### src/rtl/uart_tx_arb.sv
// Round-robin arbiter that lets NUM_REQ requesters share one uart_tx, with a launch timeout.
// Define UART_ARB_FIXED_PRIO_EN to make the lowest-index request always win (the pointer then stays 0).
module uart_tx_arb #(
    parameter int NUM_REQ   = 4,
    parameter int LAUNCH_TO = 8
) (
    input  logic                 clk,
    input  logic                 rst_n,
    input  logic [NUM_REQ-1:0]   req,
    input  logic [8*NUM_REQ-1:0] req_data,
    output logic [NUM_REQ-1:0]   gnt,
    output logic [7:0]           tx_data,
    output logic                 tx_write_en,
    input  logic                 tx_rdy,
    output logic                 busy,
    output logic [2:0]           owner,
    output logic                 err
);

    typedef enum logic [1:0] {IDLE, LAUNCH, WAIT_DONE} state_t;

    localparam logic [NUM_REQ-1:0] ONE_HOT0 = NUM_REQ'(1);
    localparam logic [7:0]         TO_LAST  = 8'(LAUNCH_TO - 1);

    state_t               state;
    logic [2:0]           ptr;
    logic [7:0]           timer;
    logic [2:0]           winner;
    logic                 found;
    logic [3:0]           cand;
    logic [NUM_REQ-1:0]   req_rot;
    logic [3:0]           inc;
    logic [2:0]           next_ptr;
    logic [7:0]           win_byte;

    // Search upward from ptr with wrap; in fixed-priority builds ptr is held at 0,
    // so the same search simply picks the lowest set request.
    always_comb begin
        winner  = '0;
        found   = 1'b0;
        cand    = '0;
        req_rot = '0;
        for (int i = 0; i < NUM_REQ; i++) begin
            cand = {1'b0, ptr} + 4'(i);
            if (cand >= 4'(NUM_REQ)) begin
                cand = cand - 4'(NUM_REQ);
            end
            req_rot = req >> cand;
            if (!found && req_rot[0]) begin
                winner = cand[2:0];
                found  = 1'b1;
            end
        end
    end

    assign win_byte = 8'(req_data >> {winner, 3'b000});
    assign inc      = {1'b0, winner} + 4'd1;

`ifdef UART_ARB_FIXED_PRIO_EN
    assign next_ptr = 3'd0;
`else
    assign next_ptr = (inc >= 4'(NUM_REQ)) ? 3'd0 : inc[2:0];
`endif

    assign busy = (state != IDLE);

    always_ff @(posedge clk or negedge rst_n) begin
        if (!rst_n) begin
            state       <= IDLE;
            ptr         <= '0;
            owner       <= '0;
            tx_data     <= '0;
            tx_write_en <= 1'b0;
            gnt         <= '0;
            err         <= 1'b0;
            timer       <= '0;
        end else begin
            gnt <= '0;
            err <= 1'b0;
            case (state)
                IDLE: begin
                    if (tx_rdy && found) begin
                        gnt         <= ONE_HOT0 << winner;
                        tx_data     <= win_byte;
                        owner       <= winner;
                        ptr         <= next_ptr;
                        tx_write_en <= 1'b1;
                        timer       <= '0;
                        state       <= LAUNCH;
                    end
                end
                LAUNCH: begin
                    if (!tx_rdy) begin
                        tx_write_en <= 1'b0;
                        state       <= WAIT_DONE;
                    end else if (timer == TO_LAST) begin
                        // The transmitter never took the byte: drop it, keep the advanced pointer.
                        tx_write_en <= 1'b0;
                        err         <= 1'b1;
                        state       <= IDLE;
                    end else begin
                        timer <= timer + 8'd1;
                    end
                end
                WAIT_DONE: begin
                    if (tx_rdy) begin
                        state <= IDLE;
                    end
                end
                default: state <= IDLE;
            endcase
        end
    end

endmodule

### config.mk
export PLATFORM = sky130hd
export DESIGN_NAME = uart_tx_arb
export DESIGN_NICKNAME = d
export VERILOG_FILES = /design/src/rtl/uart_tx_arb.sv
export SDC_FILE = /design/constraint.sdc
export NUM_CORES = 1
export LEC_CHECK = 0
export CORE_ASPECT_RATIO = 1.5
export CORE_MARGIN = 3
export CORE_UTILIZATION = 45
export DETAILED_ROUTE_END_ITERATION = 6
export PLACE_DENSITY_LB_ADDON = 0.08
export SYNTH_ARGS = -nofsm -noshare
export SYNTH_HDL_FRONTEND = slang
export SYNTH_SLANG_ARGS = --single-unit
### constraint.sdc
create_clock -name clk -period 4.5 [get_ports clk]
set_input_delay 0.45 -clock clk [delete_from_list [all_inputs] [get_ports clk]]
set_output_delay 0.45 -clock clk [all_outputs]
set_load 0.05 [all_outputs]
# Yosys cells after proc, flatten, opt, wreduce, memory -nomap -nowiden
# Index checks and enable logic that the tools add are counted.
[op_classes]
n_mux = 31
order_cmp = 5
add_sub_neg = 9
eq_ne = 8
reduce_logical = 14
shifts = 6
[ops]
columns = ["cell", "count"]
rows = [
  ["right shift 32 x 6 -> 8 bit", 1],
  ["2-to-1 mux 4 bit", 6],
  ["2-to-1 mux 8 bit", 3],
  [">= comparator 4 x 3 -> 1 bit, second input constant", 4],
  ["one-hot mux 8 bit (2 select lines)", 1],
  ["right shift 4 x 4 -> 1 bit", 4],
  ["2-to-1 mux 3 bit", 5],
  ["subtractor 4 x 3 -> 4 bit, second input constant", 3],
  ["2-to-1 mux 1 bit", 10],
  ["adder 3 x 1 -> 4 bit, second input constant", 2],
  ["adder 3 x 2 -> 4 bit, second input constant", 2],
  ["adder 8 x 1 -> 8 bit, second input constant", 1],
  ["== test 8 x 3 -> 1 bit, second input constant", 1],
  ["2-to-1 mux 2 bit", 4],
  ["!= test 2 bit, second input constant", 4],
  ["one-hot mux 2 bit (3 select lines)", 1],
  ["AND reduction 3 bit", 2],
  ["logical AND 1 bit", 4],
  ["AND reduction 4 bit", 1],
  ["nonzero test 2 bit", 2],
  ["left shift 1 x 3 -> 4 bit, first input constant", 1],
  ["subtractor 3 x 3 -> 4 bit, second input constant", 1],
  [">= comparator 3 bit, second input constant", 1],
  ["zero test 1 bit", 3],
  ["6 further kinds", 6],
]
[word_totals]
ff_bits = 30
wordCells = 81

# Logic depth before layout (Yosys ltp)
# Gate-level depths: netlist (run 1).
[logic_depth]
ltp_word = 16
depth_mapped = 12
mapped_depth_nobuf = 9

# Least setup slack after synthesis (run 1)
# Ideal clock, no wire load.
[synth_timing]
kind = "reg-to-reg"
startpoint = "register ptr[0]"
endpoint = "register tx_data[0]"
period_less_slack_ps = 2841
required_time_ps = 4435
path_buffers = 4
slack_ps = 1659
setup_time_ps = 65
t_arrival_ps = 2776
stages_incl_launch_ff = 13
cell_sequence = "dfrtp_1 -> buf_6 -> clkbuf_1 -> inv_1 -> ha_1 -> buf_2 -> mux2i_1 -> o32ai_1 -> a32oi_2 -> nor2_4 -> buf_6 -> a2111oi_0 -> or2_1"
[synth_between]
elab_chain_cells = 15
[synth_lines]
columns = ["element", "line_no", "text"]
rows = [
  ["start: declaration", "26", "logic [2:0] ptr;"],
  ["start signal: assignment", "86", "ptr <= next_ptr;"],
  ["parallel branches: the longest is 15 deep, another holds adder 3 x 1 -> 4 bit", "n/a", ""],
  ["end signal: assignment", "84", "tx_data <= win_byte;"],
  ["end: declaration", "12", "output logic [7:0] tx_data,"],
]
# Parallel ways; which one is timed is not known.
# A chain may end at the register's enable or synchronous reset.

# Worst setup path after layout (run 1)
[layout_timing]
startpoint = "register ptr[0]"
endpoint = "register gnt[0]"
[layout_between]
elab_chain_cells = 16
[layout_lines]
columns = ["element", "line_no", "text"]
rows = [
  ["parallel branches: the longest is 14 deep, another holds adder 3 x 1 -> 4 bit", "n/a", ""],
  ["2-to-1 mux 4 bit (*)", "82", "if (tx_rdy && found) begin"],
  ["2-to-1 mux 4 bit (*)", "80", "case (state)"],
  ["end signal: assignment", "83", "gnt <= ONE_HOT0 << winner;"],
  ["end: declaration", "11", "output logic [NUM_REQ-1:0] gnt,"],
]
# Every way passes the cells marked *.

==> results of run 1 <==
## layout by cell type, fill, tap and decap left out, types with 2 or more instances in the layout
cell type	n
sky130_fd_sc_hd__a2111oi_0	7
sky130_fd_sc_hd__a2111oi_2	7
sky130_fd_sc_hd__a211oi_1	2
sky130_fd_sc_hd__a21bo_1	2
sky130_fd_sc_hd__a21boi_0	2
sky130_fd_sc_hd__a21o_1	2
sky130_fd_sc_hd__and2_1	5
sky130_fd_sc_hd__and3_1	3
sky130_fd_sc_hd__buf_4	3
sky130_fd_sc_hd__clkbuf_8	6
sky130_fd_sc_hd__clkdlybuf4s50_1	56
sky130_fd_sc_hd__dfrtp_1	30
sky130_fd_sc_hd__ha_1	6
sky130_fd_sc_hd__inv_1	23
sky130_fd_sc_hd__mux2i_1	3
sky130_fd_sc_hd__mux4_2	3
sky130_fd_sc_hd__nand2_1	11
sky130_fd_sc_hd__nand2b_1	3
sky130_fd_sc_hd__nand3_1	2
sky130_fd_sc_hd__nand3b_1	2
sky130_fd_sc_hd__nand4_1	3
sky130_fd_sc_hd__nor2_1	18
sky130_fd_sc_hd__nor2b_1	5
sky130_fd_sc_hd__nor3_1	16
sky130_fd_sc_hd__o211ai_1	2
sky130_fd_sc_hd__o21a_1	2
sky130_fd_sc_hd__o21ai_1	3
sky130_fd_sc_hd__o221ai_1	3
sky130_fd_sc_hd__or2_1	8
sky130_fd_sc_hd__or3_1	2
sky130_fd_sc_hd__xnor2_1	2
sky130_fd_sc_hd__xor2_1	5
## through the flow
step                      cells  hold WS [ns]  total power, W  setup WS (ns)  area [sq um]
after floorplan             213         0.154         0.00140           1.66          2050
after global placement      305         0.463         0.00168           1.22          2610
after detailed placement    305         0.474         0.00169           1.23          2610
after CTS                   313         0.488         0.00192           1.19          2700
after global routing        313         0.509         0.00206          0.910          2700
final                       313         0.477         0.00191           1.20          2700
## power by group
group | internal (W) | switching, W
clock network | 0.000123 | 0.000101
registers | 0.000363 | 0.0000881
logic | 0.000483 | 0.000748
## worst register-to-register path, stage by stage, from the launching register on
cell and delay, ns:
sky130_fd_sc_hd__dfrtp_1 0.74, sky130_fd_sc_hd__inv_1 0.14, sky130_fd_sc_hd__ha_1 0.55, sky130_fd_sc_hd__mux4_2 0.57
sky130_fd_sc_hd__o221ai_1 0.16, sky130_fd_sc_hd__a221o_1 0.51, sky130_fd_sc_hd__inv_4 0.17, sky130_fd_sc_hd__ha_1 0.23
sky130_fd_sc_hd__and2_1 0.13
## cell type report
cell class | instances | area, sq um
well taps | 46 | 57.6
fillers | 370 | 1620
inverters | 24 | 92.6
clock buffers | 7 | 86.3
flip-flops and latches | 30 | 751
multi-input cells | 146 | 1120
repair buffers | 59 | 583
clock inverters | 1 | 5.00
## state kept, by name, indices dropped and copies added (netlist names)
signal       cells
timer            8
tx_data          8
ptr              3
gnt              4
owner            3
state            2
tx_write_en      1
err              1
## worst max-delay path by stage
| stage | slack, ns | end | cells past startpoint |
|---|---|---|---|
| 3_3_place_gp | 1.22 | gnt[2]$_DFF_PN0_ | 8 |
| 4_1_cts | 1.19 | gnt[0]$_DFF_PN0_ | 8 |
| 2_1_floorplan | 1.66 | tx_data[0]$_DFFE_PN0P_ | 12 |
| 6_report | 1.20 | gnt[0]$_DFF_PN0_ | 8 |
| 5_1_grt | 0.91 | tx_data[4]$_DFFE_PN0P_ | 8 |
| 3_5_place_dp | 1.23 | gnt[0]$_DFF_PN0_ | 8 |
## layer usage
metal,global-route usage,vias up
met3,0.0365,7
met4,0.0710,0
met1,0.234,834
met5,0,-
li1,-,862
met2,0.342,39
## cell families (layout without fill, tap and decap cells)
group	after synthesis	in the layout
AND/OR/NAND/NOR	81	81
AO/OA/AOI/OAI	44	44
buffers and inverters	37	91
flip-flops	30	30
multiplexers	8	8
XOR/XNOR	7	7
adder cells (fa/ha/maj)	6	6
==> impl_summary.md, run 1 <==
Hold path
The path class of the lowest-slack min-delay path is register to register. The path with the worst hold slack has its endpoint at tx_write_en$_DFFE_PN0P_. The startpoint identified for the worst hold timing path is tx_write_en$_DFFE_PN0P_. Along the worst hold path, the cell count comes to 1.

Die
The initial utilization of the core area, before any placement, comes to 0.475. The core box area is 4320 sq um. The standard-cell row count is 29. The die footprint is 5420 sq um. Measured along the y axis, the die boundary spans 88.7 um. From left edge to right edge, the die measures 61.1 um. The number of ports placed on the die boundary is 57.

Detailed routing
The routed metal-1 wirelength is between 1500 and 2000 um. The met2 wire length is 2590 um. The routed layout has 1742 vias. The wire length on met3 is around 180 um.

After detailed routing, no signal wire sits above met4. The number of DRC violations after detailed routing is 0. The detailed-route wire length is 4830 um. After the first detailed-routing iteration, the DRC count stood at 50. The detailed-route vias per instance is 5.57. The post-detailed-route wirelength per cell is 15.4 um. The detail route stage leaves a number of antenna-violating nets equal to 0. The number of optimization iterations in the first detailed-route pass is 4.

Place
The wire-length estimate of the detail-placed layout is 3690 um. The count of buffers from port buffering is between 50 and 60. The global placement routability congestion is 0.891.

GRT
The initial antenna violation count was 0. The pin count of the biggest net entering global routing is 31. The global-route wire length before repair is 8080 um. The final global-route overflow total is 0.

The overall routing resource usage is 0.196. The via count of the first global-routing pass was about 1800.

Worst setup path
Traced cell by cell, the critical path runs through inv_1 > ha_1 > mux4_2 > o221ai_1 > a221o_1 > inv_4 > ha_1 > and2_1. The worst register-to-register path ends at gnt[0]$_DFF_PN0_. Tracing the worst setup path back leads to its startpoint at ptr[0]$_DFFE_PN0P_. The type of destination of the critical path is a register. The number of buffers and inverters on the critical path is 2. The classification of the worst setup path is register to register.

The peak per-stage delay on the critical path is 0.74 ns. The data arrival time of the critical path is 3.47 ns. The origin of the critical flop-to-flop path is ptr[0]$_DFFE_PN0P_.

The cell with the biggest individual delay on the critical path is sky130_fd_sc_hd__dfrtp_1. The gate family responsible for the most delay along the worst path is adder cells. The worst endpoint required time is 4.67 ns. The number of cells on the worst reg-to-reg path is 8. The category of the worst setup path launch point is a register. The largest fanout of any net on the critical path is 19. In this design, the critical path's most frequently occurring cell is sky130_fd_sc_hd__ha_1. The register-to-register setup slack is 1.20 ns.

STA
Measured against its own limit, the worst slew margin works out to 0.588. The final clock skew is 0.00556 ns. The final hold violation count came to 0. The number of pins with negative max-slew slack in the final report is 0.

Of the available clock period, the critical path in the final layout requires 0.734. Derived from the worst setup path, the maximum achievable clock frequency is 303 MHz. The clock period could shrink to 3.30 ns. Summed over all failing endpoints, the final setup total negative slack is 0 ns. Setup repair after global routing left no endpoint under its margin.

The number of setup violations in the final report is 0. At the pin with the least slew margin, the transition time is 0.618 ns.

Final layout
The fraction of layout instances using a drive strength above 1 is 0.105. The final core area utilization is 0.625. The final layout contains 311 nets.

The antenna cell count is 0. The growth of design area from synthesis to finish is 31.6%.

Synthesis
Counting instances in the post-synthesis netlist gives the leading cell types as 30 x sky130_fd_sc_hd__dfrtp_1, 23 x sky130_fd_sc_hd__inv_1, 18 x sky130_fd_sc_hd__nor2_1, 16 x sky130_fd_sc_hd__nor3_1, 11 x sky130_fd_sc_hd__nand2_1. Of the total synthesized cell area, the portion taken by XOR and XNOR cells is 0.0299. The compound-cell area share of the yosys netlist was 0.213. The synthesized instance count is ~210. The portion of netlist area occupied by mux cells is 0.0586.

After synthesis, the mean cell area works out to just under 10 sq um. The netlist uses 51 different library cells. Of the synthesized area, sequential elements account for 0.366.

The leading cell type by number of instances after synthesis is sky130_fd_sc_hd__dfrtp_1. During synthesis, Yosys emitted a total of 0 warnings. The total standard cell area after synthesis is around 2100 sq um.

The area share of fa/ha/maj cells after synthesis is 0.0366. Among all flip-flop cells after synthesis, the most frequent one is sky130_fd_sc_hd__dfrtp_1. Sorting the synthesized cells by area gives the leading types as sky130_fd_sc_hd__dfrtp_1 37%, sky130_fd_sc_hd__a2111oi_2 5.1%, sky130_fd_sc_hd__inv_1 4.2%, sky130_fd_sc_hd__nor3_1 3.9%, sky130_fd_sc_hd__ha_1 3.7%. By area, the combinational part of the netlist is dominated by compound AO/OA/AOI/OAI gates. The number of enable-type register cells in the synthesized netlist is 0. The number of nets produced by synthesis is 258. Counting flops with an async set or reset pin after synthesis yields a share of 1.00. The cell type with the highest aggregate area in the netlist is sky130_fd_sc_hd__dfrtp_1.

Of the total synthesized cell area, the portion taken by AND, OR, NAND and NOR gates is 0.210. The share of synthesized area in the top cell type comes to 0.366. Counting flops and latches in the post-synthesis netlist gives 30.

Clocking
The root buffer cell is sky130_fd_sc_hd__clkbuf_8. The number of buffers on the longest clock path is 2. After clock tree synthesis, the repair step resized 0 gates. Clock latency on the worst-skew pair, taken at its later pin, is approximately 0.28 ns. Counting the buffers created by CTS gives 5. The number of sinks driven by the clock tree is 30. The hold-fix buffer count after cts is 0. CTS built an H-tree with a depth of 2. The number of setup buffers added after CTS is 0. After clock tree synthesis, the clock-pin slew on the worst setup and hold paths is 0.06 ns. TritonCTS built the clock tree.

Flow run
Max-cap violations in this run came to 0.

Pwr
IR analysis of the VDD net gives a maximum drop of approximately 0.35 mV. The leakage power is 1.17 nW. The power density relative to cell area is 707 nW/um^2.

Outcome
The run finished with clean final reports.
No activity file was read; power rests on OpenSTA's default activity.
==> run 2: changes to the inputs <==
==> constraint.sdc (replaced) <==
create_clock -name clk -period 3.45 [get_ports clk]
set_input_delay 0.345 -clock clk [delete_from_list [all_inputs] [get_ports clk]]
set_output_delay 0.345 -clock clk [all_outputs]
set_load 0.05 [all_outputs]
==> impl_summary.md, run 2 (synthesized netlist as in run 1, its figures left out) <==
STA
The transition at the pin with the smallest max-transition slack is 0.539 ns. In this run the tightest slew margin relative to its limit is 0.640. The post-route minimum period is 2.86 ns. The tightest hold path in the finished design has a slack of 0.470 ns.

The final hold violation count was 0. Setup violations remaining at the end of the flow were counted as 0. The fmax is 349 MHz. The number of pins with negative max-slew slack in the final report is 0. The final setup TNS is 0 ns.

The final clock skew is 0.00457 ns. Setup repair after global routing left no endpoint under its margin. Of the available clock period, the critical path in the final layout requires 0.830.

Final layout
The repair_antennas step left the layout with diodes totalling 0. After routing the design area is between 2000 and 3000 sq um. For this run, the number of standard cells in the final layout without fillers is 316. The net total in the final layout is approximately 310.

From synthesis to final layout, the design area changed by 32.7%. Leaving out fill and tap cells, the most frequent cell in the layout is sky130_fd_sc_hd__clkdlybuf4s50_1. Leaving out fill and tap cells, the most frequent cells in the layout are 56 x sky130_fd_sc_hd__clkdlybuf4s50_1, 30 x sky130_fd_sc_hd__dfrtp_1, 23 x sky130_fd_sc_hd__inv_1. In the final layout, the registers with the most flip-flops are timer: 8 flops, tx_data: 8 flops, gnt: 4 flops.

In the final layout, the share of cells above drive strength 1 is 0.115.

Detailed routing
After the first detailed-routing iteration, the DRC count stood at 85. The routed layout has 1747 vias. The post-detailed-route wirelength per cell is between 15 and 20 um. The final layout contains routed wiring with a total length of 4930 um. The count of nets left with antenna violations after detail routing is 0. The number of DRC violations after detailed routing is 0. In the routed layout, each cell is associated on average with a via count of 5.53. For this run, the detailed router's first-pass iteration total came to 4.

Pwr
The power density relative to cell area is roughly 920 nW/um^2. Summed over all cells, the static leakage comes to 1.18 nW. VDD sags by at most between 0.4 and 0.5 mV.

Die
The floorplan has 29 rows. The die is 88.7 um tall. Pin placement for this block handled 57 I/O pins.

The initial utilization of the core area, before any placement, comes to 0.475. The region available for standard cell placement spans 4320 sq um. The die covers 5420 sq um. In this run the horizontal extent of the chip is 61.1 um.

Clocking
The H-tree level count is 2. TritonCTS built the clock tree. Buffers inserted to repair hold after CTS numbered 0.

The total CTS buffers is 5. The buffer count from post-CTS setup fixing is 0. The clock latency on the worst-skew pair is 0.27 ns.

The clock transition at the registers of the reported paths is 0.07 ns. After clock tree synthesis, the repair step resized 0 gates. The root buffer cell is sky130_fd_sc_hd__clkbuf_8. For this design, the sink count on the clock tree is 30. The number of buffers on the longest clock path is 2.

Worst setup path
The classification of the worst setup path is register to register. The worst endpoint required time is 3.67 ns. The largest fanout of any net on the critical path is 29. Data arrives at the worst endpoint at 3.08 ns. The category of the worst setup path launch point is a register.

STA classifies the critical path endpoint as a register.

Place
The placed cell area is 2630 sq um. Counting tap cells, the placed design contains a total of 308 instances. Detailed placement ended at an HPWL of 3630 um.

Routability-driven placement finished with a final weighted congestion of 0.871. In this run the tool buffered the top-level ports with 56 buffer cells.

GRT
Global routing finished with a remaining overflow of 0. The initial antenna violation count is 0. The pin count of the biggest net entering global routing is 31. The first global-routing pass estimated 7890 um of wire. Across every metal layer, demand over resource in global routing totals 0.194. The via count of the first global-routing pass is between 1500 and 2000.

Flow run
The max capacitance violation total is 0.

Outcome
The flow ran to the end, and the final reports show no timing, DRC or antenna violations.

Hold path
The worst hold path belongs to the class input pin to async pin.
-- run 2: changes by cell type in the layout (fill, tap and decap cells not counted), sizes merged --
| cell | change |
|---|---|
| buf | +3 |
-- run 2: critical path, stage by stage, from the launching register on --
cell and delay (ns):
sky130_fd_sc_hd__dfrtp_1 0.36, sky130_fd_sc_hd__inv_1 0.13, sky130_fd_sc_hd__ha_1 0.55, sky130_fd_sc_hd__mux4_2 0.59, sky130_fd_sc_hd__a31oi_2 0.14, sky130_fd_sc_hd__buf_4 0.32, sky130_fd_sc_hd__nor2_1 0.11, sky130_fd_sc_hd__a2111oi_0 0.43
sky130_fd_sc_hd__or2_1 0.16
-- run 2: layout make-up --
cell class                 count  area (sq um)
timing repair buffer          62           606
sequential                    30           751
clock inverter                 1          5.00
multi-input combinational    146          1120
inverter                      24          92.6
fill                         367          1600
tap                           46          57.6
clock buffer                   7          86.3
-- run 2: worst paths after layout --
kind                                          from                 endpoint  slack, ns  cells past startpoint
min in group clk           tx_write_en$_DFFE_PN0P_  tx_write_en$_DFFE_PN0P_       0.48                      1
max                             ptr[1]$_DFFE_PN0P_   tx_data[7]$_DFFE_PN0P_       0.59                      8
max reg2reg                     ptr[1]$_DFFE_PN0P_   tx_data[7]$_DFFE_PN0P_       0.59                      8
min reg2reg                tx_write_en$_DFFE_PN0P_  tx_write_en$_DFFE_PN0P_       0.48                      1
min                                          rst_n     timer[6]$_DFFE_PN0P_       0.47                      2
max in group asynchronous                    rst_n       ptr[2]$_DFFE_PN0P_       2.70                      2
-- run 2: report_power, final --
group	internal [W]	total, W	switching, W
combinational	0.000654	0.00167	0.00102
sequential	0.000475	0.000544	0.0000695
clock	0.000161	0.000292	0.000131
-- run 2: through the flow --
| step | power [W] | setup slack, ns | utilization |
|---|---|---|---|
| 3_5_place_dp | 0.00224 | 0.468 | 0.609 |
| 6_report | 0.00251 | 0.585 | 0.630 |
| 2_1_floorplan | 0.00183 | 0.609 | - |
| 3_3_place_gp | 0.00222 | 0.526 | 0.609 |
| 5_1_grt | 0.00272 | 0.327 | 0.630 |
| 4_1_cts | 0.00254 | 0.543 | 0.630 |
-- run 2: metal layers --
metal  vias to the layer above  wire [um]  track usage
met4                         0         58       0.0690
met5                         -          0            0
met2                        45       2710        0.348
met1                       827       1980        0.227
met3                         4        175       0.0292
li1                        871          -            -
